==> config.mk <==
export PLATFORM = sky130hd
export DESIGN_NAME = rvv_alu_seq
export DESIGN_NICKNAME = d
export VERILOG_FILES = /design/src/rtl/rvv_alu_seq.sv
export SDC_FILE = /design/constraint.sdc
export NUM_CORES = 2
export LEC_CHECK = 0
export ABC_AREA = 1
export CAP_MARGIN = 30
export CORE_AREA = 2 2 339 173
export DETAILED_ROUTE_END_ITERATION = 7
export DIE_AREA = 0 0 341 175
export HOLD_SLACK_MARGIN = 0.1
export PLACE_DENSITY = 0.87
export SLEW_MARGIN = 40
export SYNTH_ARGS = -nofsm -noshare
export SYNTH_HDL_FRONTEND = slang
export SYNTH_SLANG_ARGS = --single-unit
export TNS_END_PERCENT = 100
==> constraint.sdc <==
create_clock -name clk -period 30.6 [get_ports clk]
set_input_delay 3.06 -clock clk [delete_from_list [all_inputs] [get_ports clk]]
set_output_delay 3.06 -clock clk [all_outputs]
set_load 0.03 [all_outputs]
==> src/rtl/rvv_alu_seq.sv <==
// rvv_alu_seq: multi-cycle RVV integer ALU (vadd/vsub/vrsub/vand/vor/vxor).
// One CHUNK = NB_LANES*LANE_W bits of the vector group is produced per cycle.
// The carry chain runs at byte granularity. A byte takes the element carry-in
// when it starts an element; otherwise it takes the carry from the byte below.
// Byte 0 of a chunk takes the registered carry from the previous chunk.
// This gives the same result as LANE_W slices chained and cut at SEW boundaries.
// Tail elements (index >= clamped vl) keep the latched vd_old contents.
module rvv_alu_seq #(
  parameter int VLEN     = 128,
  parameter int LANE_W   = 32,
  parameter int NB_LANES = 2,
  localparam int VL_W    = $clog2(VLEN/8) + 1
) (
  input  logic              clk,
  input  logic              resetn,
  input  logic              start,
  input  logic [5:0]        opcode,
  input  logic [2:0]        op_type,
  input  logic [2:0]        vsew,
  input  logic [VL_W-1:0]   vl,
  input  logic [VLEN-1:0]   vs1,
  input  logic [VLEN-1:0]   vs2,
  input  logic [63:0]       scalar,
  input  logic [VLEN-1:0]   vd_old,
  output logic              busy,
  output logic              done,
  output logic              illegal,
  output logic [VLEN-1:0]   vd
);

  localparam int CHUNK  = NB_LANES * LANE_W;
  localparam int NCHUNK = VLEN / CHUNK;
  localparam int NBYTE  = VLEN / 8;
  localparam int CBYTE  = CHUNK / 8;
  localparam int KW     = (NCHUNK > 1) ? $clog2(NCHUNK) : 1;

  localparam logic [1:0] S_IDLE = 2'd0;
  localparam logic [1:0] S_RUN  = 2'd1;
  localparam logic [1:0] S_DONE = 2'd2;

  localparam logic [5:0] OP_VADD  = 6'b000000;
  localparam logic [5:0] OP_VSUB  = 6'b000010;
  localparam logic [5:0] OP_VRSUB = 6'b000011;
  localparam logic [5:0] OP_VAND  = 6'b001001;
  localparam logic [5:0] OP_VOR   = 6'b001010;
  localparam logic [5:0] OP_VXOR  = 6'b001011;

  localparam logic [2:0] T_VV = 3'b001;
  localparam logic [2:0] T_VX = 3'b010;
  localparam logic [2:0] T_VI = 3'b100;

  logic [1:0]      state;
  logic [KW-1:0]   k_r;
  logic            carry_r;
  logic [5:0]      op_r;
  logic [1:0]      sew_r;
  logic [VL_W-1:0] vl_r;
  logic [VLEN-1:0] vs2_r;
  logic [VLEN-1:0] b_r;
  logic [VLEN-1:0] old_r;

  // Start-time decode: legality, vl clamp and operand-B broadcast.
  logic            legal;
  logic [VL_W-1:0] vlmax;
  logic [VL_W-1:0] vl_clamp;
  logic [63:0]     scal_ext;
  logic [VLEN-1:0] b_vec;

  // Classify the incoming instruction and clamp vl to VLMAX.
  always_comb begin
    logic op_ok;
    logic type_ok;
    op_ok   = (opcode == OP_VADD)  || (opcode == OP_VSUB) ||
              (opcode == OP_VRSUB) || (opcode == OP_VAND) ||
              (opcode == OP_VOR)   || (opcode == OP_VXOR);
    type_ok = (op_type == T_VV) || (op_type == T_VX) || (op_type == T_VI);
    legal   = op_ok && type_ok && !vsew[2] &&
              !((op_type == T_VI) && (opcode == OP_VSUB));
    vlmax    = VL_W'(NBYTE) >> vsew[1:0];
    vl_clamp = (vl > vlmax) ? vlmax : vl;
  end

  // Build the full-width operand B: vs1 for VV, or the scalar/imm repeated per element.
  always_comb begin
    logic [2:0] sel;
    scal_ext = (op_type == T_VI) ? {{59{scalar[4]}}, scalar[4:0]} : scalar;
    b_vec    = '0;
    sel      = '0;
    for (int unsigned i = 0; i < NBYTE; i++) begin
      sel = 3'(i) & ((3'd1 << vsew[1:0]) - 3'd1);
      if (op_type == T_VV)
        b_vec[i*8 +: 8] = vs1[i*8 +: 8];
      else
        b_vec[i*8 +: 8] = scal_ext[sel*8 +: 8];
    end
  end

  // Per-chunk datapath.
  logic [CHUNK-1:0] a_ch;
  logic [CHUNK-1:0] b_ch;
  logic [CHUNK-1:0] old_ch;
  logic [CHUNK-1:0] res;
  logic             carry_nx;
  logic [VL_W-1:0]  lsb_mask;

  // Select the chunk currently being processed from the latched operands.
  always_comb begin
    a_ch     = vs2_r[k_r*CHUNK +: CHUNK];
    b_ch     = b_r[k_r*CHUNK +: CHUNK];
    old_ch   = old_r[k_r*CHUNK +: CHUNK];
    lsb_mask = (VL_W'(1) << sew_r) - VL_W'(1);
  end

  // Byte-sliced add/sub/rsub/logic with the carry cut at element boundaries.
  always_comb begin
    logic [VL_W-1:0] gb;
    logic [7:0]      a;
    logic [7:0]      b;
    logic [7:0]      x;
    logic [7:0]      y;
    logic [7:0]      s;
    logic [8:0]      t;
    logic            c;
    logic            cin0;
    res      = '0;
    carry_nx = 1'b0;
    gb       = '0;
    a        = '0;
    b        = '0;
    x        = '0;
    y        = '0;
    s        = '0;
    t        = '0;
    c        = carry_r;
    cin0     = (op_r == OP_VSUB) || (op_r == OP_VRSUB);
    for (int unsigned j = 0; j < CBYTE; j++) begin
      gb = VL_W'(k_r) * VL_W'(CBYTE) + VL_W'(j);
      a  = a_ch[j*8 +: 8];
      b  = b_ch[j*8 +: 8];
      if ((gb & lsb_mask) == '0)
        c = cin0;
      case (op_r)
        OP_VSUB:  begin x = a; y = ~b; end
        OP_VRSUB: begin x = b; y = ~a; end
        default:  begin x = a; y = b;  end
      endcase
      t = {1'b0, x} + {1'b0, y} + {8'b0, c};
      case (op_r)
        OP_VAND: s = a & b;
        OP_VOR:  s = a | b;
        OP_VXOR: s = a ^ b;
        default: s = t[7:0];
      endcase
      c = t[8];
      if ((gb >> sew_r) >= vl_r)
        res[j*8 +: 8] = old_ch[j*8 +: 8];
      else
        res[j*8 +: 8] = s;
    end
    carry_nx = c;
  end

  // Control FSM, operand latching and chunk-by-chunk result write-back.
  always_ff @(posedge clk) begin
    if (!resetn) begin
      state   <= S_IDLE;
      busy    <= 1'b0;
      done    <= 1'b0;
      illegal <= 1'b0;
      vd      <= '0;
      carry_r <= 1'b0;
      k_r     <= '0;
      op_r    <= '0;
      sew_r   <= '0;
      vl_r    <= '0;
      vs2_r   <= '0;
      b_r     <= '0;
      old_r   <= '0;
    end else begin
      case (state)
        S_IDLE, S_DONE: begin
          state   <= S_IDLE;
          done    <= 1'b0;
          illegal <= 1'b0;
          if (start) begin
            op_r  <= opcode;
            sew_r <= vsew[1:0];
            vl_r  <= vl_clamp;
            vs2_r <= vs2;
            b_r   <= b_vec;
            old_r <= vd_old;
            if (legal) begin
              state   <= S_RUN;
              busy    <= 1'b1;
              k_r     <= '0;
              carry_r <= 1'b0;
            end else begin
              state   <= S_DONE;
              done    <= 1'b1;
              illegal <= 1'b1;
            end
          end
        end
        S_RUN: begin
          vd[k_r*CHUNK +: CHUNK] <= res;
          carry_r <= carry_nx;
          if (k_r == KW'(NCHUNK-1)) begin
            state   <= S_DONE;
            busy    <= 1'b0;
            done    <= 1'b1;
            illegal <= 1'b0;
          end else begin
            k_r <= k_r + KW'(1);
          end
        end
        default: begin
          state <= S_IDLE;
          busy  <= 1'b0;
          done  <= 1'b0;
        end
      endcase
    end
  end

endmodule

==> qor.yml <==
status: "finished, final reports clean"
finalCriticalPeriod_ps: 14760
drv_cap: 0
worstPathArrival_ps: 15230
ioPinCount: 599
mostFrequentLayoutCell: "nand2_1"
synthToLayoutAreaGrowth_pct: 24.2
wire_per_inst_um: 20.8
synth.avg_cell_area_um2: 6.57
avgViaCountPerCell: 5.88
power_density_nw_per_um2: 46.8
gp_congestion: 1.01
insertion_delay_ps: 600
drtAntennaViolNets: 0
grt_pass1_vias: 32308
cts_buffers: 46
synth_seq_area_share: 0.324
critPathSlowestCell: "buf_4"
ys_types: 32
hpwl_um: 94600
drv_slew: 0
hold_viol: 0
leakagePower_nw: 19.3
max_slew_margin: 0.338
gr-total-overflow: 0
worst_pin_slew_ps: 982
synthCells: 4982
hold_path.class: "flip-flop to flip-flop"
fp.dieW_um: 341
synth_fp_nets: 5669
skew_ps: 27.7
cp_slowest_stage_delay_ps: 630
num_rows: 62
io_buffer_count: 598
grt_usage: 0.411
final_cell_mix: "878 x nand2_1, 641 x nor2_1, 597 x clkdlybuf4s50_1"
ys_seq_elements: 530
design.core.area_um2: 56700
antenna_found_initial: 3
hold_path_depth: 2
cts_resized: 0
setup_violations: 0
reg2reg_depth: 74
initialDrtViolationCount: 4658
total_power_mw: 1.90
synth_area_um2: 32700
cts_sinks: 530
clock-root-buffer: "clkbuf_16"
fin_hold_ws_ps: 464
htree_levels: 2
drc: 0
drive_gt1_frac: 0.0630
grt_max_degree: 207
cp-start-kind: "flip-flop"
num_vias: 36200
dieArea_um2: 59700
worst_setup_path_end_kind: "flip-flop"
clkTransAtPathRegs_ps: 80
ys.warnings.count: 0
finalNetCount: 6033
fin_crit_sh: 0.482
totalWireLength_um: 128000
grt_pass1_wl_um: 191000
totalNegativeSetupSlack_ps: 0
first_pass_iters: 6
tritoncts: "yes"
start_util: 0.577
fmax_mhz: 67.7
required_ps: 31070
critPathKind: "flip-flop to flip-flop"
die_h_um: 175
post_cts_buffers: 0
rsz0062_at_grt: "no"
hold_buffers: 0
cp_common_cell: "fa_1"
worstPathMaxFanout: 44
clockBufferDepth: 3
peakVddDrop_uv: 32.0
critical path, delay by kind of cell, from the launching register on:
kind	cells	cell delay [ps]
flip-flops	1	400
AND/OR/NAND/NOR	28	3330
XOR/XNOR	1	170
AO/OA/AOI/OAI	16	2080
buffers and inverters	13	1980
adder cells (fa/ha/maj)	16	6620
sequential cells by signal, indices dropped and copies added, names as in the netlist:
| name | count |
|---|---|
| done | 1 |
| vl_r | 5 |
| k_r | 1 |
| b_r | 128 |
| state | 1 |
| illegal | 1 |
| vs2_r | 128 |
| vd | 128 |
| old_r | 128 |
| busy | 1 |
| op_r | 6 |
| sew_r | 2 |
cell families (layout without fill, tap and decap cells):
kind of cell | Yosys count | count (layout) | synth area share
adders and majority gates | 219 | 219 | 0.0874
DFF | 530 | 530 | 0.324
AOI/OAI and AO/OA | 1235 | 1235 | 0.210
other | 0 | 3 | 0
xor gates and xnor gates | 8 | 8 | 0.00214
buffers and inverters | 874 | 1273 | 0.102
and+or+nand+nor | 2116 | 2116 | 0.275
metrics by stage:
step	std cells	instance area, µm²	utilization	worst slack, ps
global route	6150	40600	0.716	15200
floorplan	4982	32700	-	19000
detailed placement	6065	38900	0.686	16300
CTS	6148	40600	0.715	16250
global placement	6063	38800	0.684	16610
finish	6152	40600	0.716	15840
per-layer routing:
metal | up-vias | part of all wire | GRT usage | wire length [µm]
met5 | - | 0.00017 | 0 | 22
met4 | 4 | 0.034 | 0.122 | 4410
met3 | 308 | 0.13 | 0.129 | 17300
met2 | 2011 | 0.41 | 0.605 | 53000
met1 | 16877 | 0.42 | 0.575 | 53300
li1 | 17000 | - | - | -
cells in the mapped netlist:
cell type,count,area (µm²)
a31oi_1,82,513
o21a_1,106,796
or2_0,2,12.5
buf_1,30,113
clkinv_1,2,7.51
o21ai_0,597,2990
inv_2,8,30.0
o221ai_1,1,8.76
xnor2_1,3,26.3
nor3_1,1,5.00
dfxtp_1,530,10600
nand3_1,368,1840
a21oi_1,229,1150
o22ai_1,65,407
nor3_2,1,10.0
nand2_1,882,3310
fa_1,16,320
nor2_1,645,2420
o211ai_1,82,616
o21ai_1,63,315
inv_1,538,2020
nand3b_1,6,45.0
and2_1,1,6.26
nor4_4,1,21.3
a21o_1,10,75.1
clkbuf_1,260,976
ha_1,203,2540
buf_2,36,180
xor2_1,5,43.8
or2_2,185,1160
nand4_1,19,119
nor2_2,5,31.3
cell type report:
type,instances,area (µm²)
inverters,548,2070
flip-flops and latches,530,10600
multi-input cells,3578,18900
fillers,4694,16100
clock buffers,64,1340
diodes,3,7.51
repair buffers,642,6430
clock inverters,19,313
well taps,768,961
power breakdown:
group          switching, mW  total, mW  internal (mW)
Combinational          0.317      0.497          0.180
Clock                  0.282      0.650          0.368
Sequential            0.0246      0.755          0.731
Total                  0.623       1.90           1.28
path summary, 6_finish.rpt:
check,endpoint,slack [ps],start
worst min register to register,busy$_SDFFE_PN0P_,460,busy$_SDFFE_PN0P_
worst max-delay path,vd[122]$_SDFFE_PN0P_,15840,op_r[1]$_SDFFE_PN0P_
worst min-delay path,busy$_SDFFE_PN0P_,460,busy$_SDFFE_PN0P_
worst max register to register,vd[122]$_SDFFE_PN0P_,15840,op_r[1]$_SDFFE_PN0P_
Note: power is estimated with default switching activity, not from simulation.
